<file path="src/rtl/factor_sequencer.sv">
// rtl/factor_sequencer.sv - serial trial-division divisibility mask for divisors 2..19
// Optional FACTOR_SEQ_EARLY_EXIT_EN: skip divisors larger than the operand in one edge.
module factor_sequencer (
    input  logic        clk,
    input  logic        rst_n,
    input  logic        start,
    input  logic [7:0]  number,
    output logic        busy,
    output logic        done,
    output logic [17:0] factors,
    output logic [4:0]  factor_count
);
    localparam logic [1:0] S_IDLE = 2'd0;
    localparam logic [1:0] S_DIV  = 2'd1;
    localparam logic [1:0] S_DONE = 2'd2;

    logic [1:0]  state_q, state_d;
    logic [7:0]  n_q, n_d;
    logic [4:0]  d_q, d_d;
    logic [2:0]  bit_q, bit_d;
    logic [5:0]  rem_q, rem_d;
    logic [17:0] mask_q, mask_d;
    logic [4:0]  cnt_q, cnt_d;
    logic [17:0] factors_q, factors_d;
    logic [4:0]  fcount_q, fcount_d;

    logic [5:0]  shifted;
    logic [5:0]  rem_next;
    logic        skip;

    // rem never exceeds 18, so its low five bits carry the whole value
    assign shifted  = {rem_q[4:0], n_q[bit_q]};
    assign rem_next = (shifted >= {1'b0, d_q}) ? (shifted - {1'b0, d_q}) : shifted;

`ifdef FACTOR_SEQ_EARLY_EXIT_EN
    assign skip = (bit_q == 3'd7) && (n_q != 8'd0) && ({3'b000, d_q} > n_q);
`else
    assign skip = 1'b0;
`endif

    always_comb begin
        state_d   = state_q;
        n_d       = n_q;
        d_d       = d_q;
        bit_d     = bit_q;
        rem_d     = rem_q;
        mask_d    = mask_q;
        cnt_d     = cnt_q;
        factors_d = factors_q;
        fcount_d  = fcount_q;
        case (state_q)
            S_IDLE: begin
                if (start) begin
                    n_d     = number;
                    d_d     = 5'd2;
                    bit_d   = 3'd7;
                    rem_d   = 6'd0;
                    mask_d  = 18'd0;
                    cnt_d   = 5'd0;
                    state_d = S_DIV;
                end
            end
            S_DIV: begin
                if (skip || (bit_q == 3'd0)) begin
                    if (!skip && (rem_next == 6'd0)) begin
                        mask_d = mask_q | (18'd1 << (d_q - 5'd2));
                        cnt_d  = cnt_q + 5'd1;
                    end
                    if (d_q == 5'd19) begin
                        factors_d = mask_d;
                        fcount_d  = cnt_d;
                        state_d   = S_DONE;
                    end else begin
                        d_d   = d_q + 5'd1;
                        bit_d = 3'd7;
                        rem_d = 6'd0;
                    end
                end else begin
                    bit_d = bit_q - 3'd1;
                    rem_d = rem_next;
                end
            end
            S_DONE:  state_d = S_IDLE;
            default: state_d = S_IDLE;
        endcase
    end

    always_ff @(posedge clk or negedge rst_n) begin
        if (!rst_n) begin
            state_q   <= S_IDLE;
            n_q       <= 8'd0;
            d_q       <= 5'd0;
            bit_q     <= 3'd0;
            rem_q     <= 6'd0;
            mask_q    <= 18'd0;
            cnt_q     <= 5'd0;
            factors_q <= 18'd0;
            fcount_q  <= 5'd0;
        end else begin
            state_q   <= state_d;
            n_q       <= n_d;
            d_q       <= d_d;
            bit_q     <= bit_d;
            rem_q     <= rem_d;
            mask_q    <= mask_d;
            cnt_q     <= cnt_d;
            factors_q <= factors_d;
            fcount_q  <= fcount_d;
        end
    end

    assign busy         = (state_q == S_DIV);
    assign done         = (state_q == S_DONE);
    assign factors      = factors_q;
    assign factor_count = fcount_q;
endmodule

</file>
<file path="config.mk">
export PLATFORM = sky130hd
export DESIGN_NAME = factor_sequencer
export DESIGN_NICKNAME = d
export VERILOG_FILES = /design/src/rtl/factor_sequencer.sv
export SDC_FILE = /design/constraint.sdc
export NUM_CORES = 1
export LEC_CHECK = 0
export CORE_MARGIN = 3
export CORE_UTILIZATION = 35
export CTS_BUF_LIST = sky130_fd_sc_hd__clkbuf_16
export DETAILED_ROUTE_END_ITERATION = 12
export MAX_ROUTING_LAYER = met4
export PLACE_DENSITY = 0.54
export SLEW_MARGIN = 10
export SYNTH_ARGS = -nofsm -noshare
export SYNTH_HDL_FRONTEND = slang
export SYNTH_SLANG_ARGS = --single-unit
export TNS_END_PERCENT = 10
</file>
<file path="constraint.sdc">
create_clock -name clk -period 3.8 [get_ports clk]
set_clock_uncertainty 0.05 [all_clocks]
set_input_delay 0.57 -clock clk [delete_from_list [all_inputs] [get_ports clk]]
set_output_delay 0.57 -clock clk [all_outputs]
set_load 0.05 [all_outputs]
</file>
==> Yosys cells after proc, flatten, opt, wreduce, memory -nomap -nowiden <==
Cells that the tools add are included.
{ "op_classes": {"add_sub_neg": 5, "order_cmp": 2, "n_eq_ne": 8, "shift": 1, "muxes": 27, "n_bitwise": 1, "n_reduce_logical": 10} }
{ "ops": {"columns": ["operator", "count"], "rows": [
  ["18-bit 2-to-1 mux", 3],
  ["5-bit 2-to-1 mux", 9],
  ["18-bit one-hot mux with 2 select lines", 1],
  ["5-bit one-hot mux with 2 select lines", 3],
  ["18-bit OR", 1],
  ["1-bit by 5-bit << shifter with 18-bit output (first input constant)", 1],
  ["3-bit AND reduction", 4],
  ["5-bit by 1-bit adder with 5-bit output (second input constant)", 2],
  ["3-bit 2-to-1 mux", 3],
  ["6-bit by 5-bit >= comparator with 1-bit output", 1],
  ["6-bit zero test", 1],
  ["2-bit 2-to-1 mux", 3],
  ["6-bit 2-to-1 mux", 1],
  ["3-bit one-hot mux with 2 select lines", 1],
  ["6-bit by 5-bit subtractor with 6-bit output", 1],
  ["5-bit equality test (second input constant)", 1],
  ["5-bit by 2-bit subtractor with 5-bit output (second input constant)", 1],
  ["3-bit by 4-bit < comparator with 1-bit output (second input constant)", 1],
  ["2-bit by 1-bit != test with 1-bit output (second input constant)", 2],
  ["2-bit != test (second input constant)", 2],
  ["2-bit one-hot mux with 2 select lines", 1],
  ["4-bit AND reduction", 1],
  ["1-bit binary-select mux with 3-bit select", 1],
  ["3-bit zero test", 1],
  ["8 further kinds", 8]
]} }
{ "totals": {"regBits": 69, "out_inout_bits": 25, "elab_cells": 63} }

==> Longest topological paths before layout <==
{ "logic_depth": {"depth_word": 8, "depth_mapped": 14} }

==> Worst setup path after synthesis <==
No wires, ideal clock.
{ "synth_path": {"path_type": "register -> register", "start": "register bit_q[0]", "end": "register fcount_q[4] (netlist: factor_count[4])", "setup_ps": 120, "arrival_time_ps": 3694, "required_ps": 3630, "path_slack_ps": -63, "path_stages_with_launch": 14, "path_buffers": 1, "synth_period_minus_slack_ps": 3863, "cell_sequence": "dfrtp_1 > mux4_2 > mux2i_1 > ha_1 > inv_1 > fa_1 > a211o_1 > and3_1 > clkbuf_2 > or2_4 > o41a_4 > nor4_1 > mux2i_1 > nand2_1"} }
{ "synth_between": {"elab_chain_cells": 6, "elab_cells_between_ends": 9, "cone_classes": "add/sub: 1; order compare: 1; mux: 4; reduce/logical: 3"} }
{ "synth_lines": {"columns": ["element", "line_no", "rtl"], "rows": [
  ["start: declaration", "20", "logic [2:0] bit_q, bit_d;"],
  ["start signal: assignment", "103", "bit_q <= bit_d;"],
  ["1-bit binary-select mux with 3-bit select", "32", "assign shifted = {rem_q[4:0], n_q[bit_q]};"],
  ["1-bit 2-to-1 mux (implied by the code)", "32", null],
  ["6-bit by 5-bit subtractor with 6-bit output or 6-bit by 5-bit >= comparator with 1-bit output (tied branches)", "33", "assign rem_next = (shifted >= {1'b0, d_q}) ? (shifted - {1'b0, d_q}) : shifted;"],
  ["6-bit 2-to-1 mux", "33", null],
  ["6-bit zero test", "65", "if (!skip && (rem_next == 6'd0)) begin"],
  ["5-bit 2-to-1 mux", "65", null],
  ["end signal: assignment", "108", "fcount_q <= fcount_d;"],
  ["end: declaration", "25", "logic [4:0] fcount_q, fcount_d;"]
]} }
Parallel ways exist; a longest one is shown, timed or not. The select of a mux whose other input is x is not followed.
A chain may end at the register's enable or synchronous reset.

==> Worst setup path in the final report <==
{ "layout_path": {"start": "register bit_q[0]", "end": "register cnt_q[2]"} }
{ "layout_between": {"elab_chain_cells": 8, "elab_cells_between_ends": 12, "cone_classes": "add/sub: 1; order compare: 1; eq/ne: 1; mux: 6; reduce/logical: 3"} }
{ "layout_lines": {"columns": ["element", "line_no", "rtl"], "rows": [
  ["1-bit binary-select mux with 3-bit select", "32", null],
  ["1-bit 2-to-1 mux (implied by the code)", "32", null],
  ["6-bit by 5-bit subtractor with 6-bit output or 6-bit by 5-bit >= comparator with 1-bit output (tied branches)", "33", null],
  ["6-bit 2-to-1 mux", "33", null],
  ["6-bit zero test", "65", null],
  ["5-bit 2-to-1 mux", "65", null],
  ["5-bit 2-to-1 mux", "64", "if (skip || (bit_q == 3'd0)) begin"],
  ["5-bit one-hot mux with 2 select lines", "51", "case (state_q)"],
  ["end signal: assignment", "106", "cnt_q <= cnt_d;"],
  ["end: declaration", "23", "logic [4:0] cnt_q, cnt_d;"]
]} }
Parallel ways exist; a longest one is shown, timed or not. The select of a mux whose other input is x is not followed.

==> impl_summary.txt <==
----------------------------------------------------
[Detailed routing]
  Routed Wire Length ... 7837 um
  Detail-routed net length per standard cell ... approximately 14 um
  ANT nets after route ... 0
  Drt initial violations ... ~100
  Number of remaining DRC errors ... 0
  Via density per instance ... between 4 and 5
  Number of detailed-route iterations in the first pass ... 4
  Total via count in the routed design ... ~2700

[Flow run]
  Number of maximum-capacitance constraint violations ... 0

[Placement]
  Global placement routability congestion ... around 0.92
  Post-Place Worst Slack ... -0.04734 ns
  Estimated wirelength of the detail-placed design ... between 5000 and 6000 um
  Buffers on Ports ... 35
  Post-placement cell area ... 0.004056 mm^2

[Power]
  Power density over the cells ... 970.8 mW/mm^2
  Static power due to leakage ... ~0.002 uW
  Largest vdd supply drop ... 0.0004280 V

[STA]
  Final worst setup slack ... -0.02142 ns
  RSZ-0062 raised after global routing ... true
  Final setup violation count ... 3
  Final critical delay including setup and external delays ... around 3.8 ns
  Number of slew-limit violations in the final report ... 0
  Achievable frequency ... 261.7 MHz
  Pin slew with the least headroom to its limit ... 0.9330 ns
  Final Hold Viols ... 0
  Max transition margin ... 37.65%
  Sum of negative setup slack ... -0.05923 ns
  Share of the clock period used by the worst path after layout ... 100.6%

[Logic synthesis]
  Number of library cell types mapped by synthesis ... 51
  Syn_area_per_cell ... 9.534 um^2
  Flip-flop and latch count after synthesis ... 69
  Number of flops mapped to enable cells by yosys ... 0
  Ys flop type ... dfrtp_1
  Share of flip-flops with an asynchronous set or reset ... 100.0%
  Fraction of the yosys area taken by sequential cells ... ~50%
  Nets in the synthesized netlist ... 389
  Count of warnings emitted by yosys ... 0
  Number of instances in the synthesized netlist ... 363
  Synthesized area ... 0.003461 mm^2

[Layout]
  Nets@finish ... around 440
  Layout cell share with drive strength beyond 1 ... 13.95%
  Final Core Density ... 47.46%
  Count of antenna diodes in the layout ... 0
  Summed area of non-filler cells in the final layout ... 0.004468 mm^2
  Relative area change from synthesis to final layout ... 29.10%
  Most common cell after layout, fill and taps aside ... dfrtp_1
  Count of filler cells inserted in the layout ... 903
  Top library cells by usage in the layout, fill and taps aside ... 69 x dfrtp_1, 68 x nand2_1, 36 x nor2_1

[Critical path]
  Library cell contributing the largest single delay on the critical path ... mux4_2
  Required time worst endpoint ... 3.96 ns
  Largest delay share family, worst path ... compound AO/OA/AOI/OAI gates
  Worst EP arrival ... roughly 4.0 ns
  Peak per-stage delay on the critical path ... 0.53 ns
  WS Path Type ... reg -> reg
  Number of buffer and inverter instances along the worst setup path ... 2
  Worst setup SP type ... flop
  CP Cell Sequence ... mux4_2 > mux2i_2 > ha_2 > inv_2 > fa_2 > a211o_1 > a211oi_2 > a21oi_2 > o41a_4 > buf_6 > nor4b_4 > o211ai_1 > nor2b_1
  Critical Path End Type ... flop
  CP Max Fanout ... 4
  Reg2reg start ... bit_q[0]
  Reg2Reg Capture Point ... cnt_q[2]
  Worst R2R Setup Slack ... -0.02 ns
  Depth of the worst register-to-register path ... 13

[Floorplan]
  Die Ht ... 105.4 um
  Number of placement rows ... 35
  Number of I/O pins ... 36
  Die extent in x ... 105.4 um
  Area enclosed by the die boundary ... 0.01112 mm^2
  Starting density of the core ... 36.76%
  Placeable core region ... 0.009415 mm^2

[Clock tree]
  Maximum buffer depth of the clock tree ... 2
  Number of hold-repair buffers added at the cts stage ... 0
  Total clock sinks ... 69
  Clock transition at path regs ... ~0.060 ns
  Clock tree from TritonCTS ... yes
  Clock Root Buffer ... clkbuf_16
  Clock buffer count from CTS ... 9
  Worst-Skew Late Latency ... 0.33 ns
  CTS H-Tree Depth ... 3

[Status]
  Run status ... complete, but fails checks
  Violated checks ... setup timing

[GRT]
  First-pass GRT wire length ... ~14000 um
  Overall overflow remaining after global route ... 0
  Aggregate global-route resource usage ... roughly 15%
  Number of antenna violations at the first check in global routing ... 0
  Pin count of the biggest net entering global routing ... 38
  Number of global-route vias before repair ... ~2700

[Hold path]
  Hold Path Class ... in -> async

----------------------------------------------------
-- worst register-to-register path, cell delays in order (launching register included) --
cell and delay [ns]:
dfrtp_1 0.40, mux4_2 0.53, mux2i_2 0.20, ha_2 0.23, inv_2 0.04, fa_2 0.33, a211o_1 0.32, a211oi_2 0.31
a21oi_2 0.08, o41a_4 0.50, buf_6 0.15, nor4b_4 0.30, o211ai_1 0.13, nor2b_1 0.14
-- flip-flops by register name (all words and copies together) (netlist names) --
| register | flops |
|---|---|
| factors | 18 |
| d_q | 5 |
| rem_q | 5 |
| n_q | 8 |
| state_q | 2 |
| bit_q | 3 |
| factor_count | 5 |
| cnt_q | 5 |
| mask_q | 18 |
-- cells by family (layout without fill, tap and decap cells) --
group                    count (synthesis)  count (layout)  synth area share, %
flip-flops                              69              69                49.89
AND/OR/NAND/NOR                        148             148                19.96
multiplexers                             9               9                3.362
adder cells (fa/ha/maj)                 15              15                5.640
buffers and inverters                   24              84                2.964
XOR/XNOR                                 9               9                2.278
AO/OA/AOI/OAI                           89              89                15.91
-- how the worst max path moves through the flow --
stage                     slack (ns)              end     start  depth (start not counted)
final                          -0.02         cnt_q[2]  bit_q[0]                         13
after global routing           -0.19         cnt_q[2]  bit_q[0]                         13
after CTS                      -0.03       mask_q[13]  bit_q[0]                         13
after detailed placement       -0.05         cnt_q[3]  bit_q[0]                         14
after global placement         0.003  factor_count[4]  bit_q[0]                         12
after floorplan                -0.03       factors[4]  bit_q[0]                         14
-- cell usage after synthesis, types with 2 or more instances --
cell type,n,area [um^2]
dfrtp_1,69,1727
clkbuf_1,9,33.78
nand3_1,7,35.03
o21ai_0,22,110.1
nand2_1,68,255.2
a21oi_1,26,130.1
a31oi_1,13,81.33
o21ai_1,6,30.03
a32o_1,3,30.03
nor3_1,6,30.03
o22ai_1,2,12.51
nor4_1,2,12.51
nand2b_1,4,25.02
mux2i_1,6,60.06
nor3b_1,2,15.01
ha_1,14,175.2
inv_1,12,45.04
xor2_1,3,26.28
mux4_2,2,45.04
xnor2_1,6,52.55
a211oi_1,2,15.01
nor2b_1,6,37.54
nor2_1,36,135.1
a22o_1,2,17.52
o22a_1,2,17.52
and3_1,7,43.79
o211ai_1,2,15.01
-- layout make-up --
type / count / area [um^2] / area share, %
clock buffer: 9 / 225.2 / 5.041
clock inverter: 7 / 98.84 / 2.212
multi-input combinational: 270 / 1688 / 37.78
tap: 129 / 161.4 / 3.612
sequential: 69 / 1727 / 38.64
inverter: 12 / 45.04 / 1.008
timing repair buffer: 56 / 523.0 / 11.71
-- repair_timing --
| action | in CTS | in global routing |
|---|---|---|
| buffers inserted | 0 | 3 |
| pin swaps | 0 | 9 |
| gates cloned | 0 | 1 |
| endpoints found under the setup margin | 6 | 46 |
| gates resized for setup | 3 | 14 |
| hold endpoints to repair | 0 | 0 |
-- stage by stage --
stage          hold slack [ns]  total power, uW  cells
6_report                0.2540             4338    552
5_1_grt                 0.3190             4663    552
4_1_cts                 0.2774             4240    548
3_5_place_dp            0.4158             3271    532
3_3_place_gp            0.4119             3254    532
2_1_floorplan           0.2244             2642    363
-- power by group --
part / switching [uW] / internal [uW] / total [uW]
Combinational: 1290 / 938 / 2230
Sequential: 201 / 1000 / 1210
Clock: 325 / 578 / 903
Total: 1820 / 2520 / 4340
-- routing by layer --
| layer | GRT usage [%] | up-vias | routed length [um] |
|---|---|---|---|
| met2 | 22.95 | 39 | 3513 |
| li1 | - | 1387 | - |
| met4 | 3.936 | 0 | 79 |
| met5 | - | - | 0 |
| met3 | 3.491 | 7 | 235 |
| met1 | 21.55 | 1302 | 4009 |
(Power assumes the default switching activity.)
